[src/rtl/a51_session_ctrl.sv]
// a51_session_ctrl: sequences the A5/1 core through clear/load/warm-up and XORs packed keystream bytes onto a pixel stream
module a51_session_ctrl #(
  parameter int KEY_BITS = 64,
  parameter int FRAME_BITS = 22,
  parameter int WARMUP_STEPS = 100
) (
  input  logic                  clk,
  input  logic                  reset,
  input  logic                  start,
  input  logic                  stop,
  input  logic [KEY_BITS-1:0]   secret_key,
  input  logic [FRAME_BITS-1:0] public_key,
  output logic                  busy,
  output logic                  key_ready,
  output logic                  core_clear,
  output logic                  core_load,
  output logic                  core_shift_bit,
  output logic                  core_step,
  input  logic                  core_ks,
  input  logic                  pix_in_valid,
  output logic                  pix_in_ready,
  input  logic [7:0]            pix_in_data,
  output logic                  pix_out_valid,
  input  logic                  pix_out_ready,
  output logic [7:0]            pix_out_data
);
  localparam int LW = $clog2(KEY_BITS);
  localparam int FW = $clog2(FRAME_BITS);
  localparam int SW = $clog2(WARMUP_STEPS);
  typedef enum logic [2:0] {IDLE, CLEAR, LOAD_KEY, LOAD_FRAME, WARMUP, STREAM} state_t;
  state_t state, state_n;
  logic [LW-1:0] ld_cnt, ld_n;
  logic [SW-1:0] st_cnt, st_n;
  logic [2:0] k;
  logic [7:0] ks_byte;
  logic [KEY_BITS-1:0] key_sh;
  logic [FRAME_BITS-1:0] frame_sh;
  logic ks_full, ks_full_n, fill, accept, pov_n;
  assign pix_in_ready = ks_full & (!pix_out_valid | pix_out_ready) & !stop & !reset;
  assign accept = pix_in_valid & pix_in_ready;
  assign fill = core_step & (state == STREAM);
  always_comb begin
    state_n = stop ? IDLE :
              state == IDLE ? (start ? CLEAR : IDLE) :
              state == CLEAR ? LOAD_KEY :
              state == LOAD_KEY ? (ld_cnt == LW'(KEY_BITS - 1) ? LOAD_FRAME : LOAD_KEY) :
              state == LOAD_FRAME ? (ld_cnt == LW'(FRAME_BITS - 1) ? WARMUP : LOAD_FRAME) :
              state == WARMUP ? (st_cnt == SW'(WARMUP_STEPS - 1) ? STREAM : WARMUP) : STREAM;
    ld_n = (state_n == state && (state == LOAD_KEY || state == LOAD_FRAME)) ? ld_cnt + LW'(1) : '0;
    st_n = (state_n == WARMUP && state == WARMUP) ? st_cnt + SW'(1) : '0;
    ks_full_n = state_n != STREAM ? 1'b0 : accept ? 1'b0 : (fill && k == 3'd7) ? 1'b1 : ks_full;
    pov_n = stop ? 1'b0 : accept ? 1'b1 : pix_out_ready ? 1'b0 : pix_out_valid;
  end
  always_ff @(posedge clk) begin
    if (reset) begin
      state <= IDLE;
      ld_cnt <= '0;
      st_cnt <= '0;
      k <= 3'd0;
      ks_full <= 1'b0;
      pix_out_valid <= 1'b0;
      pix_out_data <= 8'd0;
      busy <= 1'b0;
      key_ready <= 1'b0;
      core_clear <= 1'b1;
      core_load <= 1'b0;
      core_shift_bit <= 1'b0;
      core_step <= 1'b0;
    end else begin
      state <= state_n;
      ld_cnt <= ld_n;
      st_cnt <= st_n;
      ks_full <= ks_full_n;
      k <= stop ? 3'd0 : fill ? k + 3'd1 : k;
      if (fill) ks_byte[k] <= core_ks;
      if (state == IDLE && start && !stop) begin
        key_sh <= secret_key;
        frame_sh <= public_key;
      end
      pix_out_valid <= pov_n;
      if (accept) pix_out_data <= pix_in_data ^ ks_byte;
      busy <= state_n != IDLE;
      key_ready <= state_n == STREAM;
      core_clear <= state_n == CLEAR;
      core_load <= state_n == LOAD_KEY || state_n == LOAD_FRAME;
      core_shift_bit <= state_n == LOAD_KEY ? key_sh[ld_n] :
                        state_n == LOAD_FRAME ? frame_sh[ld_n[FW-1:0]] : 1'b0;
      core_step <= state_n == WARMUP || (state_n == STREAM && !ks_full_n);
    end
  end
endmodule
[config.mk]
export PLATFORM = sky130hd
export DESIGN_NAME = a51_session_ctrl
export DESIGN_NICKNAME = d
export VERILOG_FILES = /design/src/rtl/a51_session_ctrl.sv
export SDC_FILE = /design/constraint.sdc
export NUM_CORES = 1
export LEC_CHECK = 0
export BUFFER_PORTS_ARGS = -buffer_cell sky130_fd_sc_hd__buf_2
export CORE_MARGIN = 5
export CORE_UTILIZATION = 53
export CTS_CLUSTER_DIAMETER = 200
export CTS_CLUSTER_SIZE = 12
export DETAILED_ROUTE_END_ITERATION = 6
export HOLD_SLACK_MARGIN = 0.1
export MAX_ROUTING_LAYER = met4
export PLACE_DENSITY_LB_ADDON = 0.05
export SLEW_MARGIN = 0
export SYNTH_ARGS = -nofsm -noshare
export SYNTH_HDL_FRONTEND = slang
export SYNTH_SLANG_ARGS = --single-unit
[constraint.sdc]
create_clock -name clk -period 17.74 [get_ports clk]
set_input_delay 2.661 -clock clk [delete_from_list [all_inputs] [get_ports clk]]
set_output_delay 2.661 -clock clk [all_outputs]
set_load 0.005 [all_outputs]
==> impl_metrics.toml <==
[outcome]
outcome = "finished, final reports clean"

[sta]
finalSetupTns_ns = 0
hold_viol_final = 0
rsz0062_at_grt = "no"
fin_crit_sh_pct = 34.37
max_freq_ghz = 0.1640
period_needed_ns = 6.097
relSlewSlack_pct = 28.82
hold_ws_ns = 0.4372
setup_violations = 0
clock_skew_ns = 0.01685
drv_slew = 0
worst_slew_pin_slew_ns = 1.068

[placement]
port_buffers = 116
dp.final_hpwl_mm = 7.965
place_inst = 651
placed_area_um2 = 6082
gp_congestion = 0.8410

[logic_synthesis]
syn_inst = 418
ys_ff_latch = 129
yosys.cell_types.count = 68
synth_nets = 524
seq_area_frac_synth_pct = 65.44
async_reset_ff_share_pct = 0
synth.area.top_cells = "edfxtp_1 (52%), dfxtp_1 (13%), nor2_1 (3.8%)"
ys.flop_type = "edfxtp_1"
avgSynthCellArea_um2 = 12.88
synth_top_cell_by_area = "edfxtp_1"
mappedNetlistArea_um2 = 5384
synth_edf_count = 94
synth_top_area_share_pct = 52.43
yosys_warnings = 0

[critical_path]
crit_required_ns = 15.08
worstSetupEndpointType = "output port"
worstPathArrival_ns = 3.44
cp_max_fo = 21
r2r_slack_ns = 14.41
r2r-end = "core_shift_bit"
reg2reg_from = "ld_cnt[0]"
startpoint_type = "primary input"
r2r_cells = 10
worstSetupPathType = "primary input to output port"

[clock_tree]
cts_made_buffers = 17
cts_setup_buffers = 0
cts_tree = "built"
clock_path_buffers = 2
clkLatencyLatePin_ns = 0.53
cts_num_sinks = 129
cts-root-buf = "clkbuf_8"
htreeDepth = 4
clkTransAtPathRegs_ns = 0.05
hold_buffers = 0
ctsResizeCount = 0

[global_routing]
grt_first_pass_wirelength_mm = 18.46
met3_usage_pct = 6.277
grtUsageMet1_pct = 23.42
top_usage_layer = "met2"
grt_max_degree = 87
grt_pass1_vias = 3843
use_met2_pct = 31.76
gr-total-overflow = 0
gr-usage-all-layers_pct = 19.66
grt_antenna_before_repair = 0

[finish]
syn_to_final_growth_pct = 22.66
fill_cells = 778
diodes = 0
multiInputGateArea_um2 = 1763
final_nets = 643
finalInstanceArea_um2 = 6604
fin_util_pct = 67.25
regArea_um2 = 3523
final_layout_size_suffix_gt1_share_pct = 29.64
stdcell_count = 683

[hold_path]
hold_path_class = "flip-flop to flip-flop"
worstHoldPathCells = 1
whs_endpoint = "st_cnt[0]"
hp-start = "st_cnt[0]"

[floorplanning]
initial_core_util_pct = 54.83
dieArea_um2 = 12270
rows = 36
die_h_um = 110.8
design.core.area_um2 = 9819
die_x_um = 110.8
top_level_ports = 117

[drt]
ant_nets = 0
num_vias = 3734
drt_iter0_markers = 313
wl_per_cell_um = 16.67
viasPerCell = 5.467
dr.pass1.iters = 7
drc = 0
drt-total-wl_mm = 11.39

[power_and_ir_drop]
leakagePower_nw = 2.435
vdd_drop_max_uv = 86.00
power_density_nw_per_um2 = 100.1

[run]
maxCapViolations = 0
## routing by layer
| metal | part of all wire (%) | up-vias |
|---|---|---|
| li1 | - | 1829 |
| met1 | 41 | 1762 |
| met2 | 51 | 132 |
| met3 | 6.9 | 11 |
| met4 | 0.98 | 0 |
| met5 | 0 | - |
## power breakdown
part	total [mW]	internal (mW)	switching [mW]	leakage, nW
Sequential	0.333	0.331	0.00183	1.14
Clock	0.305	0.184	0.120	0.246
Combinational	0.0235	0.0117	0.0118	1.05
Total	0.661	0.527	0.134	2.44
## stage by stage
stage	power, mW	setup slack [ns]
global placement	0.3621	11.67
floorplan	0.3484	10.34
finish	0.6608	11.64
detailed placement	0.3627	11.63
global route	0.6815	11.57
CTS	0.6681	11.63
## state kept, by name, indices dropped and copies added (netlist names), 3 cells and up
register,flops
key_sh,64
st_cnt,7
state,3
ks_byte,8
ld_cnt,6
k,3
pix_out_data,8
frame_sh,22
## area by class of cell
cell class	count	share of cell area, %
sequential	129	53.35
multi-input combinational	264	26.70
timing repair buffer	120	9.246
clock buffer	22	6.556
tap	133	2.520
clock inverter	10	1.345
inverter	5	0.2842
## synthesized netlist by cell type (5+ instances only)
cell / n
nand3_1: 8
ha_1: 5
clkbuf_1: 16
o21ai_0: 9
edfxtp_1: 94
inv_1: 5
xnor2_1: 14
nor3_1: 17
nor2_1: 55
mux2i_1: 6
nand2_1: 21
and3_1: 5
dfxtp_1: 35
a21oi_1: 22
nor3b_1: 6
## worst max-delay path by stage
| stage | to | from |
|---|---|---|
| final | pix_in_ready | reset |
| after global placement | pix_in_ready | reset |
| after detailed placement | pix_in_ready | reset |
| after floorplan | frame_sh[0] | stop |
| after CTS | pix_in_ready | reset |
| after global routing | pix_in_ready | reset |
## cells in the final DEF (no fill, tap or decap), types with 8 or more instances in the layout
| cell | Yosys | final |
|---|---|---|
| nor3_1 | 17 | 17 |
| nand2_1 | 21 | 21 |
| nand3_1 | 8 | 8 |
| edfxtp_1 | 94 | 94 |
| o21ai_0 | 9 | 9 |
| clkbuf_16 | 0 | 16 |
| nor2_1 | 55 | 54 |
| xnor2_1 | 14 | 14 |
| dfxtp_1 | 35 | 35 |
| a21oi_1 | 22 | 22 |
| buf_2 | 3 | 116 |
## kinds of logic (layout without fill, tap and decap cells)
kind of cell | Yosys count | after routing | synth area share [%]
DFF | 129 | 129 | 65.44
buffers and inverters | 25 | 157 | 1.952
AOI/OAI and AO/OA | 78 | 78 | 10.11
muxes | 15 | 15 | 4.183
xor gates and xnor gates | 19 | 19 | 3.230
adders and majority gates | 5 | 5 | 1.162
and+or+nand+nor | 147 | 147 | 13.92
## worst max-delay path, cell delays in order
cell,delay (ns)
buf_2,0.32
nor2_1,0.11
and3_1,0.21
buf_2,0.13
(Power assumes the default switching activity.)
